--- src/rtl/seg_text_scroller.sv ---
// Message sequencer for the 6-digit ASCII seven-segment driver.
// Buffers a text string received over a valid/ready byte interface, then
// scrolls it right-to-left across char5 (leftmost) .. char0 (rightmost).
// Optional macro SEG_SCROLL_BLINK_EN adds a HOLD state that blinks the
// first six characters three times after a non-repeating pass.
module seg_text_scroller #(
  parameter logic [23:0] STEP_DIV  = 24'd12_500_000,
  parameter int unsigned BUF_DEPTH = 32,
  parameter int unsigned ADDR_W    = 5
) (
  input  logic       clk,
  input  logic       rst,
  input  logic       wr_valid,
  output logic       wr_ready,
  input  logic [7:0] wr_char,
  input  logic       wr_last,
  input  logic       repeat_en,  // restart request ("repeat" is reserved in SV)
  input  logic       abort,
  output logic       busy,
  output logic       done,
  output logic       en,
  output logic [7:0] char0,
  output logic [7:0] char1,
  output logic [7:0] char2,
  output logic [7:0] char3,
  output logic [7:0] char4,
  output logic [7:0] char5
);

  localparam int unsigned LW = ADDR_W + 1;  // pos / msg_len width
  localparam int unsigned IW = ADDR_W + 2;  // virtual index width (pos + 5)

`ifdef SEG_SCROLL_BLINK_EN
  typedef enum logic [1:0] {ST_LOAD, ST_SCROLL, ST_HOLD} state_t;
`else
  typedef enum logic [1:0] {ST_LOAD, ST_SCROLL} state_t;
`endif

  state_t            state_q, state_d;
  logic [ADDR_W-1:0] wr_ptr_q, wr_ptr_d;
  logic [LW-1:0]     msg_len_q, msg_len_d;
  logic [LW-1:0]     pos_q, pos_d;
  logic [23:0]       step_q, step_d;
  logic              en_q, en_d;
  logic              done_q, done_d;
  logic [5:0][7:0]   char_q, char_d;
`ifdef SEG_SCROLL_BLINK_EN
  logic [2:0]        blink_cnt_q, blink_cnt_d;
`endif

  logic [7:0]        msg_mem_q [BUF_DEPTH];
  logic [IW-1:0]     vi;
  logic              accept;
  logic              tick;
  logic              last_pos;

  assign wr_ready = (state_q == ST_LOAD);
  assign busy     = (state_q != ST_LOAD);
  assign done     = done_q;
  assign en       = en_q;
  assign char0    = char_q[0];
  assign char1    = char_q[1];
  assign char2    = char_q[2];
  assign char3    = char_q[3];
  assign char4    = char_q[4];
  assign char5    = char_q[5];

  assign accept   = wr_valid && wr_ready && !abort;
  assign tick     = (state_q != ST_LOAD) && (step_q == STEP_DIV - 24'd1);
  assign last_pos = (pos_q == msg_len_q + LW'(5));

  // Next-state logic: load, scroll stepping, end-of-pass and abort handling.
  always_comb begin
    state_d   = state_q;
    wr_ptr_d  = wr_ptr_q;
    msg_len_d = msg_len_q;
    pos_d     = pos_q;
    done_d    = 1'b0;
    step_d    = (state_q == ST_LOAD) ? '0 : (tick ? '0 : step_q + 24'd1);
`ifdef SEG_SCROLL_BLINK_EN
    blink_cnt_d = blink_cnt_q;
`endif
    case (state_q)
      ST_LOAD: begin
        if (accept) begin
          wr_ptr_d = wr_ptr_q + ADDR_W'(1);
          if (wr_last || (wr_ptr_q == ADDR_W'(BUF_DEPTH - 1))) begin
            msg_len_d = LW'(wr_ptr_q) + LW'(1);
            pos_d     = '0;
            step_d    = '0;
            state_d   = ST_SCROLL;
          end
        end
      end
      ST_SCROLL: begin
        if (tick) begin
          if (!last_pos) begin
            pos_d = pos_q + LW'(1);
          end else if (repeat_en) begin
            pos_d = '0;
          end else begin
`ifdef SEG_SCROLL_BLINK_EN
            state_d     = ST_HOLD;
            blink_cnt_d = '0;
`else
            state_d  = ST_LOAD;
            done_d   = 1'b1;
            wr_ptr_d = '0;
            pos_d    = '0;
`endif
          end
        end
      end
`ifdef SEG_SCROLL_BLINK_EN
      ST_HOLD: begin
        if (tick) begin
          if (blink_cnt_q == 3'd6) begin
            state_d  = ST_LOAD;
            done_d   = 1'b1;
            wr_ptr_d = '0;
            pos_d    = '0;
          end else begin
            blink_cnt_d = blink_cnt_q + 3'd1;
          end
        end
      end
`endif
      default: state_d = ST_LOAD;
    endcase
    if (abort) begin
      state_d  = ST_LOAD;
      wr_ptr_d = '0;
      pos_d    = '0;
      step_d   = '0;
      done_d   = 1'b0;
    end
  end

  // Display next-value: blanking follows the next state so abort and pass
  // end clear immediately, while the scroll window lags pos by one cycle.
  always_comb begin
    en_d   = 1'b0;
    char_d = '0;
    vi     = '0;
    case (state_d)
      ST_SCROLL: begin
        en_d = 1'b1;
        for (int unsigned k = 0; k < 6; k++) begin
          vi = IW'(pos_q) + IW'(k);
          if ((vi >= IW'(6)) && (vi < IW'(msg_len_q) + IW'(6))) begin
            char_d[3'(5 - k)] = msg_mem_q[ADDR_W'(vi - IW'(6))];
          end
        end
      end
`ifdef SEG_SCROLL_BLINK_EN
      ST_HOLD: begin
        en_d = (state_q == ST_HOLD) ? (tick ? ~en_q : en_q) : 1'b1;
        for (int unsigned k = 0; k < 6; k++) begin
          if (LW'(k) < msg_len_q) begin
            char_d[3'(5 - k)] = msg_mem_q[ADDR_W'(k)];
          end
        end
      end
`endif
      default: ;
    endcase
  end

  // Control and display registers with asynchronous reset.
  always_ff @(posedge clk or posedge rst) begin
    if (rst) begin
      state_q   <= ST_LOAD;
      wr_ptr_q  <= '0;
      msg_len_q <= '0;
      pos_q     <= '0;
      step_q    <= '0;
      en_q      <= 1'b0;
      done_q    <= 1'b0;
      char_q    <= '0;
`ifdef SEG_SCROLL_BLINK_EN
      blink_cnt_q <= '0;
`endif
    end else begin
      state_q   <= state_d;
      wr_ptr_q  <= wr_ptr_d;
      msg_len_q <= msg_len_d;
      pos_q     <= pos_d;
      step_q    <= step_d;
      en_q      <= en_d;
      done_q    <= done_d;
      char_q    <= char_d;
`ifdef SEG_SCROLL_BLINK_EN
      blink_cnt_q <= blink_cnt_d;
`endif
    end
  end

  // Message buffer; contents need no reset.
  always_ff @(posedge clk) begin
    if (accept) begin
      msg_mem_q[wr_ptr_q] <= wr_char;
    end
  end

endmodule

--- config.mk ---
export PLATFORM = sky130hd
export DESIGN_NAME = seg_text_scroller
export DESIGN_NICKNAME = d
export VERILOG_FILES = /design/src/rtl/seg_text_scroller.sv
export SDC_FILE = /design/constraint.sdc
export NUM_CORES = 1
export LEC_CHECK = 0
export CELL_PAD_IN_SITES_DETAIL_PLACEMENT = 1
export CELL_PAD_IN_SITES_GLOBAL_PLACEMENT = 2
export CORE_MARGIN = 4
export CORE_UTILIZATION = 47
export CTS_BUF_LIST = sky130_fd_sc_hd__clkbuf_16
export DETAILED_ROUTE_END_ITERATION = 10
export HOLD_SLACK_MARGIN = 0.1
export PLACE_DENSITY = 0.78
export REMOVE_ABC_BUFFERS = 1
export SYNTH_ARGS = -nofsm -noshare
export SYNTH_HDL_FRONTEND = slang
export SYNTH_SLANG_ARGS = --single-unit
--- constraint.sdc ---
create_clock -name clk -period 5.4 [get_ports clk]
set_input_delay 1.62 -clock clk [delete_from_list [all_inputs] [get_ports clk]]
set_output_delay 1.62 -clock clk [all_outputs]
set_load 0.05 [all_outputs]
Yosys cells after proc, flatten, opt, wreduce, memory -nomap -nowiden
Memory sizes are Yosys's and may differ from the RTL's. Cells that the tools add are included.

Register bits after elaboration: 93. RAM bits: 256. Bits of input ports: 14. Output and inout bits: 52. Memories: 1.

Memories: msg_mem_q (depth 32, bits a word 8, read ports 6, clocked after Yosys merged registers in 0, write ports 1, line 51) `logic [7:0] msg_mem_q [BUF_DEPTH];`.

Add/sub/neg operators: 17. Magnitude comparators: 12. Equal/unequal tests: 10. Muxes and demuxes: 40. Reduce and logical (&&, ||, !) cells: 17.

Operators with widths (number): $mux W24 (6); $mux W48 (1); $mux W8 (6); $ge A7 B3 Y1 const B (5); $lt A7 B7 Y1 (5); $mux W6 (5); $sub A5 B3 Y5 const B (6); $mux W5 (5); $add A24 B1 Y24 const B (1); $eq A24 B24 Y1 const B (1); $add A6 B3 Y7 const B (3); $add A6 B2 Y7 const B (2); $mux W2 (6); $pmux W6 S2 (1); $pmux W5 S2 (1); $logic_and A1 B1 Y1 (9); $ne A3 B3 Y1 const B (3); $mux W1 (8); $add A6 B1 Y7 const B (1); $lt A6 B7 Y1 (1); $add A5 B1 Y6 const B (1); $add A6 B1 Y6 const B (1); $add A6 B3 Y6 const B (1); $eq A6 B6 Y1 (1); other kinds (14) (16).

Longest topological paths before layout
Gate-level depths: netlist (run 1).

Depth after elaboration: 8. Gate-level depth with buffers: 18. Mapped depth without buffers: 11.

Worst setup path after synthesis (run 1)
Ideal clock, no wire load.

Path type: reg-to-reg. From: register pos_q[0]. To: register char_q, in the netlist char2[4]. Library setup time: 126 ps. Arrival time: 4647 ps. Path slack: 627 ps. Stages on the path, launching flop included: 19. Period minus slack after synthesis: 4773 ps. Cell sequence: dfrtp_1 buf_2 buf_2 buf_2 buf_1 inv_1 ha_1 buf_2 buf_2 clkinv_1 clkbuf_1 ha_1 buf_2 buf_1 mux4_2 nand2_1 nand3_1 nand3_1 a21oi_1.

RTL lines: start, declared (line 42) `logic [LW-1:0] pos_q, pos_d;`; start signal, assigned (line 187) `pos_q <= pos_d;`; end signal, assigned (line 191) `char_q <= char_d;`; end, declared (line 46) `logic [5:0][7:0] char_q, char_d;`.

==> results of run 1 <==
through the flow:
step	instance area, um2	cells	hold WS, ns	power [mW]	util
3_3_place_gp	23800	2088	0.476	3.21	0.512
6_report	25100	2160	0.496	6.03	0.541
2_1_floorplan	21600	1336	0.455	3.10	-
3_5_place_dp	23800	2088	0.482	3.22	0.512
5_1_grt	25100	2160	0.528	6.19	0.541
4_1_cts	25100	2160	0.497	6.05	0.541
worst max-delay path: cells and delay by family (launching register included):
family | cells | cell delay (ns)
adder cells (fa/ha/maj) | 2 | 1.07
AO/OA/AOI/OAI | 3 | 0.62
buffers and inverters | 4 | 1.00
AND/OR/NAND/NOR | 3 | 0.87
flip-flops | 1 | 0.63
routing by layer:
| layer | global-route usage | wire [um] |
|---|---|---|
| met1 | 0.434 | 29500 |
| met2 | 0.482 | 36100 |
| met3 | 0.0792 | 9170 |
| met4 | 0.148 | 4680 |
| met5 | 0 | 0 |
how the worst max path moves through the flow:
stage,to,cells past startpoint,from,slack [ns]
floorplan,char2[0]$_DFF_PP0_,9,pos_q[0]$_DFFE_PP0P_,-11.14
global placement,msg_mem_q[29][5]$_DFFE_PP_,4,abort,0.71
detailed placement,msg_mem_q[29][6]$_DFFE_PP_,4,abort,0.60
CTS,char3[7]$_DFF_PP0_,12,pos_q[1]$_DFFE_PP0P_,1.18
global route,char3[6]$_DFF_PP0_,12,pos_q[1]$_DFFE_PP0P_,0.91
finish,char3[7]$_DFF_PP0_,12,pos_q[1]$_DFFE_PP0P_,1.11
registers in the layout, indices dropped and copies added, names as in the netlist:
| signal | flops |
|---|---|
| pos_q | 6 |
| char4 | 8 |
| en | 1 |
| wr_ptr_q | 5 |
| state_q | 2 |
| char2 | 8 |
| msg_mem_q | 256 |
| step_q | 24 |
| char5 | 8 |
| msg_len_q | 6 |
| char3 | 8 |
| done | 1 |
| char0 | 8 |
| char1 | 8 |
placed cells by master (no fill, tap or decap), types with 6 or more instances in the layout:
cell,n
a21o_1,7
a21oi_1,31
a22oi_1,16
and3_1,11
buf_4,78
clkbuf_16,41
clkdlybuf4s50_1,65
clkinv_2,9
dfrtp_1,91
edfxtp_1,256
ha_1,57
inv_1,23
mux2i_1,65
mux4_2,320
nand2_1,101
nand3_1,69
nand4_1,8
nor2_1,115
nor3_1,6
o21ai_0,24
or3_1,6
xnor2_1,18
xnor2_2,8
xor2_1,28
cell families (layout without fill, tap and decap cells):
| family | after synthesis | in the layout |
|---|---|---|
| AOI/OAI and AO/OA | 108 | 108 |
| buffers and inverters | 120 | 239 |
| and+or+nand+nor | 348 | 348 |
| adders and majority gates | 60 | 60 |
| muxes | 388 | 388 |
| DFF | 349 | 349 |
| other | 1 | 1 |
| xor gates and xnor gates | 60 | 60 |
power breakdown:
| part | leakage (nW) | total (mW) | internal (mW) | switching (mW) |
|---|---|---|---|---|
| combinational | 4.63 | 0.255 | 0.0889 | 0.166 |
| clock | 0.670 | 2.86 | 1.63 | 1.22 |
| sequential | 3.59 | 2.92 | 2.90 | 0.0202 |
cell type report:
| cell class | instances | area [um2] |
|---|---|---|
| inverters | 22 | 85.1 |
| clock inverters | 31 | 313 |
| multi-input cells | 965 | 11600 |
| flip-flops and latches | 349 | 10000 |
| repair buffers | 145 | 1280 |
| fillers | 4373 | 21300 |
| clock buffers | 41 | 1030 |
| well taps | 607 | 759 |
==> results.yml, run 1 <==
clock_network:
  cts_made_buffers: 40
  cts_setup_buffers: 0
  cts_resized: 0
  clockRootBuffer: "clkbuf_16"
  clk_pin_slew_worst_paths_ns: 0.07
  clock_latency_ns: 0.59
  htree_levels: 2
  cts.sinks: 349
  cts_tree: "done"
  cts_hold_buf: 0
  clock_path_buffers: 3
detailed_routing:
  post_drt_wl_per_cell_um: 36.8
  firstDrtPassIters: 5
  ant_nets: 0
  drt_iter0_drc: 2295
  routed_wl_mm: 79.4
  vias: 15500
  routed_via_density: 7.19
  route.detailed.drc: 0
yosys:
  synth_most_common_cell: "mux4_2"
  yosys.area.top_type: "edfxtp_1"
  synth_top_family_by_area: "multiplexers"
  ys.flop_type: "edfxtp_1"
  synthTopCellsByCount: "mux4_2 (320), edfxtp_1 (256), nor2_1 (116)"
  synthTopCellsByArea: "edfxtp_1 (35%), mux4_2 (33%), dfrtp_1 (11%)"
  ys_warn_count: 0
  synth_adder_area_share: 0.0341
  synth-simple-area-share: 0.0725
  synthMuxAreaShare: 0.358
  synth-seq-area-share: 0.454
  synth-compound-area-share: 0.0309
  netlist_instances: 1434
  async_reset_ff_frac: 0.266
  synth_top_area_share: 0.349
  synth_seq_cells: 349
  synthXorXnorAreaFrac: 0.0262
  synth_cell_types: 62
  synth_edf_count: 256
  synth.avg_cell_area_um2: 15.4
  syn_area_um2: 22000
power:
  vdd_drop_max_v: 0.000255
  power_density_nw_per_um2: 240
  power.leakage_nw: 8.88
hold_path:
  hp-start: "step_q[0]$_DFF_PP0_"
  worstHoldPathCells: 1
  min-delay-path-class: "reg -> reg"
  min_to: "step_q[0]$_DFF_PP0_"
die:
  initial_core_util: 0.474
  num_rows: 79
  die_w_um: 225
  io_pins: 66
  core_um2: 46500
  die_h_um: 225
  dieArea_um2: 50400
critical_path:
  end_kind: "flop"
  crit_path_top_delay_cell: "ha_4"
  reg2reg_to: "char3[7]$_DFF_PP0_"
  r2r_slack_ns: 1.11
  path_class: "reg -> reg"
  r2r_start: "pos_q[1]$_DFFE_PP0P_"
  critPathMaxFanout: 32
  crit_chain: "inv_1, ha_4, inv_2, buf_4, ha_1, a21oi_1, a21oi_1, a2111oi_0, nor2_1, nor4b_4, buf_4, and3_1"
  cp.arrival_ns: 4.82
  critPathMaxStageDelay_ns: 0.69
  rr_worst_depth: 12
  cp-start-kind: "flop"
  required_ns: 5.92
global_routing:
  grt_pass1_vias: 15700
  gr-usage-all-layers: 0.317
  grt_pass1_wl_mm: 114
  overflow: 0
  grt_max_degree: 143
  antenna_found_initial: 1
sta:
  timing.fmax_mhz: 233
  clock_skew_ns: 0.0262
  fin_ws_ns: 1.11
  fin_tns_setup_ns: 0
  final_max_slew_viol_count: 0
  period_minus_slack_ns: 4.29
  worst_slew_pin_slew_ns: 1.34
  setup_viol: 0
  relSlewSlack: 0.106
  rsz0062_at_grt: "no"
  min_period_over_period: 0.795
  hold_viol: 0
place:
  dp_hpwl_mm: 54.8
  io_buffers: 65
  place_congestion: 0.957
  place_ws_ns: 0.598
run:
  maxCapViolations: 0
finish:
  area_growth_pct: 14.0
  final_nets: 1597
  drive_above_1_share: 0.321
  antenna_cells: 0
outcome:
  status: "finished clean"
Power figures use the tool's default switching activity.
==> inputs of run 2 (changes only) <==
- clock period: 5.4 -> 4.22 ns (I/O delays scaled with it)
==> run 2 against run 1 <==
Sequential share of layout area fell by 0.43 points; utilization is 0.59 points higher; register-to-register slack got worse by 0.42 ns; wire length is 3.3% lower; fmax increased by 22%; global-route usage fell by 0.96 points; largest cell class unchanged; largest power group unchanged.
==> results.yml, run 2 (synthesized netlist as in run 1, its figures left out) <==
clock_network:
  cts_setup_buffers: 0
  clk_pin_slew_worst_paths_ns: 0.06
  cts_tree: "done"
  cts.sinks: 349
  cts_resized: 0
  clockRootBuffer: "clkbuf_16"
  cts_hold_buf: 0
  htree_levels: 2
  clock_path_buffers: 3
  cts_made_buffers: 42
  clock_latency_ns: 0.60
critical_path:
  path_class: "reg -> reg"
  cp-start-kind: "flop"
  end_kind: "flop"
  reg2reg_to: "char0[4]$_DFF_PP0_"
  critPathMaxFanout: 13
  rr_worst_depth: 8
  required_ns: 4.66
  r2r_start: "pos_q[0]$_DFFE_PP0P_"
  r2r_slack_ns: 0.69
  cp.arrival_ns: 3.97
die:
  die_w_um: 225
  num_rows: 79
  io_pins: 66
  core_um2: 46500
  initial_core_util: 0.474
  die_h_um: 225
  dieArea_um2: 50400
global_routing:
  antenna_found_initial: 0
  overflow: 0
  grt_max_degree: 90
  gr-usage-all-layers: 0.307
  grt_pass1_vias: 15800
  grt_pass1_wl_mm: 112
sta:
  worst_slew_pin_slew_ns: 1.18
  period_minus_slack_ns: 3.53
  clock_skew_ns: 0.0311
  fin_ws_ns: 0.689
  timing.fmax_mhz: 283
  hold_ws_ns: 0.505
  min_period_over_period: 0.837
  rsz0062_at_grt: "no"
  fin_tns_setup_ns: 0
  relSlewSlack: 0.210
  setup_viol: 0
  hold_viol: 0
  final_max_slew_viol_count: 0
hold_path:
  worstHoldPathCells: 1
  min_to: "step_q[0]$_DFF_PP0_"
  hp-start: "step_q[0]$_DFF_PP0_"
  min-delay-path-class: "reg -> reg"
finish:
  antenna_cells: 0
  n_fill_cell: 4358
  largest_register_ffs: 256
  regMostFlops: "msg_mem_q"
  area_growth_pct: 15.3
  top_regs: "msg_mem_q: 256 flops, step_q: 24 flops"
  drive_above_1_share: 0.331
  mostFrequentLayoutCells: "mux4_2 (320), edfxtp_1 (256), nor2_1 (116), buf_4 (105), nand2_1 (101)"
  seq_area_um2: 10000
  multi_input_area_um2: 11600
  final_util: 0.547
  final_common_cell: "mux4_2"
  final_nets: 1628
detailed_routing:
  vias: 15300
  routed_via_density: 6.99
  routed_wl_mm: 76.8
  route.detailed.drc: 0
  drt_iter0_drc: 1973
  firstDrtPassIters: 5
  post_drt_wl_per_cell_um: 35.0
  ant_nets: 0
power:
  power_density_nw_per_um2: 304
  vdd_drop_max_v: 0.000330
  p_total_mw: 7.72
  power.leakage_nw: 9.08
outcome:
  status: "finished clean"
run:
  maxCapViolations: 0
place:
  io_buffers: 65
  place_ws_ns: 0.508
  place_congestion: 0.904
  dp_hpwl_mm: 53.7
[run 2: how the worst max path moves through the flow]
stage / start / to / slack [ns] / cells past startpoint
floorplan: pos_q[0]$_DFFE_PP0P_ / char2[0]$_DFF_PP0_ / -12.32 / 9
finish: pos_q[0]$_DFFE_PP0P_ / char0[4]$_DFF_PP0_ / 0.69 / 8
detailed placement: wr_valid / char0[1]$_DFF_PP0_ / 0.51 / 7
global placement: wr_valid / char0[4]$_DFF_PP0_ / 0.57 / 7
global route: pos_q[0]$_DFFE_PP0P_ / char5[5]$_DFF_PP0_ / 0.51 / 6
CTS: pos_q[0]$_DFFE_PP0P_ / char1[6]$_DFF_PP0_ / 0.73 / 6
[run 2: critical path, stage by stage (launching register included)]
cell	delay, ns
dfrtp_4	0.57
ha_1	0.29
nand2b_1	0.18
and2_1	0.25
ha_1	0.89
buf_4	0.27
mux4_2	0.53
mux2i_1	0.33
nor2_1	0.07
[run 2: area by class of cell]
class | instances | area share
clock buffers | 42 | 0.0414
well taps | 607 | 0.0299
multi-input cells | 965 | 0.458
flip-flops and latches | 349 | 0.395
repair buffers | 174 | 0.0598
inverters | 22 | 0.00335
clock inverters | 34 | 0.0127
[run 2: stage by stage]
step                area [um2]  instances
floorplan                21600       1336
global placement         24000       2117
detailed placement       24000       2117
CTS                      25400       2193
global route             25400       2193
finish                   25400       2193
[run 2: layer usage]
metal	track usage	wire, um	part of all wire	vias to the layer above
met3	0.0805	8280	0.11	219
met1	0.417	28800	0.38	8029
met5	0	0	0	-
met4	0.143	4110	0.054	0
met2	0.469	35600	0.46	981
li1	-	-	-	6109
[run 2: where the power goes]
part,internal (mW),switching [mW]
combinational,0.120,0.207
clock,2.13,1.53
sequential,3.70,0.0275
==> inputs of run 3 (changes only) <==
- clock period: 4.22 -> 3.35 ns (I/O delays scaled with it)
==> run 3 against run 2 <==
Utilization up 1.0 points; sequential power up 26%; clock skew down 0.011 ns; worst setup slack worse by 0.53 ns; sequential cell count unchanged; combinational power up 37%; non-clock buffer count up 29; critical endpoint is now char0[1]$_DFF_PP0_; fmax up 11%; clock power up 26%.
==> results.yml, run 3 (synthesized netlist as in run 1, its figures left out) <==
die:
  dieArea_um2: 50400
  num_rows: 79
  die_w_um: 225
  core_um2: 46500
  io_pins: 66
  die_h_um: 225
  initial_core_util: 0.474
critical_path:
  cp.arrival_ns: 3.63
  end_kind: "flop"
  r2r_start: "pos_q[2]$_DFFE_PP0P_"
  crit_chain: "buf_4, inv_1, ha_1, a21oi_1, xnor2_2, xor2_2, buf_6, mux4_2, mux2i_2, nor2_1"
  rr_worst_depth: 10
  path_buf_inv: 3
  critPathTopFamily: "buffers and inverters"
  critPathMaxFanout: 16
  critPathMaxStageDelay_ns: 0.50
  required_ns: 3.79
  r2r_slack_ns: 0.16
  path_class: "reg -> reg"
  cp-start-kind: "flop"
  reg2reg_to: "char0[1]$_DFF_PP0_"
  crit_path_top_delay_cell: "dfrtp_1"
  cp.depth: 10
hold_path:
  hp-start: "step_q[0]$_DFF_PP0_"
  min-delay-path-class: "reg -> reg"
  min_to: "step_q[0]$_DFF_PP0_"
  worstHoldPathCells: 1
finish:
  regMostFlops: "msg_mem_q"
  final_nets: 1656
  mostFrequentLayoutCells: "mux4_2 (320), edfxtp_1 (256), nor2_1 (116), buf_4 (112), nand2_1 (101)"
  area_growth_pct: 17.4
  antenna_cells: 0
  final_cell_count_no_fill: 2220
  largest_register_ffs: 256
  drive_above_1_share: 0.344
  top_regs: "msg_mem_q: 256 flops, step_q: 24 flops"
  final_util: 0.557
  final_common_cell: "mux4_2"
sta:
  worst_slew_pin_slew_ns: 1.30
  period_minus_slack_ns: 3.19
  fin_tns_setup_ns: 0
  clock_skew_ns: 0.0202
  hold_viol: 0
  rsz0062_at_grt: "no"
  fin_ws_ns: 0.157
  final_max_slew_viol_count: 0
  setup_viol: 0
  timing.fmax_mhz: 313
  relSlewSlack: 0.130
  min_period_over_period: 0.953
outcome:
  status: "finished clean"
place:
  dp_hpwl_mm: 55.7
  io_buffers: 65
  dpl.cell_count: 2146
  place_ws_ns: 0.0156
  place_congestion: 0.910
detailed_routing:
  vias: 15700
  route.detailed.drc: 0
  routed_via_density: 7.06
  routed_wl_mm: 80.7
  firstDrtPassIters: 5
  ant_nets: 0
  drt_iter0_drc: 2079
  post_drt_wl_per_cell_um: 36.4
power:
  p_total_mw: 9.75
  power_density_nw_per_um2: 377
  vdd_drop_max_v: 0.000667
  power.leakage_nw: 9.29
global_routing:
  grt_max_degree: 92
  overflow: 0
  grt_pass1_vias: 16200
  grt_pass1_wl_mm: 117
  gr-usage-all-layers: 0.323
  antenna_found_initial: 0
clock_network:
  cts.sinks: 349
  cts_tree: "done"
  clock_latency_ns: 0.58
  cts_setup_buffers: 0
  cts_made_buffers: 41
  clockRootBuffer: "clkbuf_16"
  clock_path_buffers: 3
  htree_levels: 2
  clk_pin_slew_worst_paths_ns: 0.06
run:
  maxCapViolations: 0
-- run 3: final cells by class --
class	instances	area, um2
multi-input cells	965	11700
fillers	4391	20600
well taps	607	759
inverters	22	88.8
repair buffers	203	1990
clock buffers	42	1050
clock inverters	32	307
flip-flops and latches	349	10000
-- run 3: worst max path at each step --
| stage | endpoint | start | slack, ns |
|---|---|---|---|
| 2_1_floorplan | char2[0]$_DFF_PP0_ | pos_q[0]$_DFFE_PP0P_ | -13.19 |
| 4_1_cts | char4[4]$_DFF_PP0_ | pos_q[1]$_DFFE_PP0P_ | 0.0006 |
| 3_5_place_dp | char4[4]$_DFF_PP0_ | pos_q[1]$_DFFE_PP0P_ | 0.02 |
| 6_report | char0[1]$_DFF_PP0_ | pos_q[2]$_DFFE_PP0P_ | 0.16 |
| 3_3_place_gp | char4[4]$_DFF_PP0_ | pos_q[1]$_DFFE_PP0P_ | 0.01 |
| 5_1_grt | char2[7]$_DFF_PP0_ | pos_q[1]$_DFFE_PP0P_ | 0.03 |
-- run 3: per-layer routing --
layer  wire length, um  GRT usage
met1             30300      0.456
met2             36700      0.484
met3             10100     0.0920
met4              3590      0.122
met5                 0          0
-- run 3: through the flow --
stage          area, um2  hold WS [ns]
6_report           25900         0.486
3_3_place_gp       24500         0.472
3_5_place_dp       24500         0.478
4_1_cts            25900         0.490
2_1_floorplan      21600         0.455
5_1_grt            25900         0.507
-- run 3: where the power goes --
| group | leakage [nW] | internal, mW | total (mW) | switching (mW) |
|---|---|---|---|---|
| Sequential | 3.59 | 4.67 | 4.69 | 0.0269 |
| Combinational | 5.01 | 0.165 | 0.448 | 0.284 |
| Clock | 0.694 | 2.73 | 4.61 | 1.87 |
| Total | 9.29 | 7.56 | 9.75 | 2.18 |
-- run 3: repair_timing --
action | CTS | global route
resized for setup | 2 | 6
hold buffers | 0 | 0
setup endpoints to repair | 1 | 12
hold endpoints to repair | 0 | 0
-- run 3: worst reg2reg max path: cells and delay by family (launching register included) --
family	cells	cell delay [ns]
XOR/XNOR	2	0.41
buffers and inverters	3	0.74
adder cells (fa/ha/maj)	1	0.28
AND/OR/NAND/NOR	1	0.09
flip-flops	1	0.50
multiplexers	2	0.71
AO/OA/AOI/OAI	1	0.34
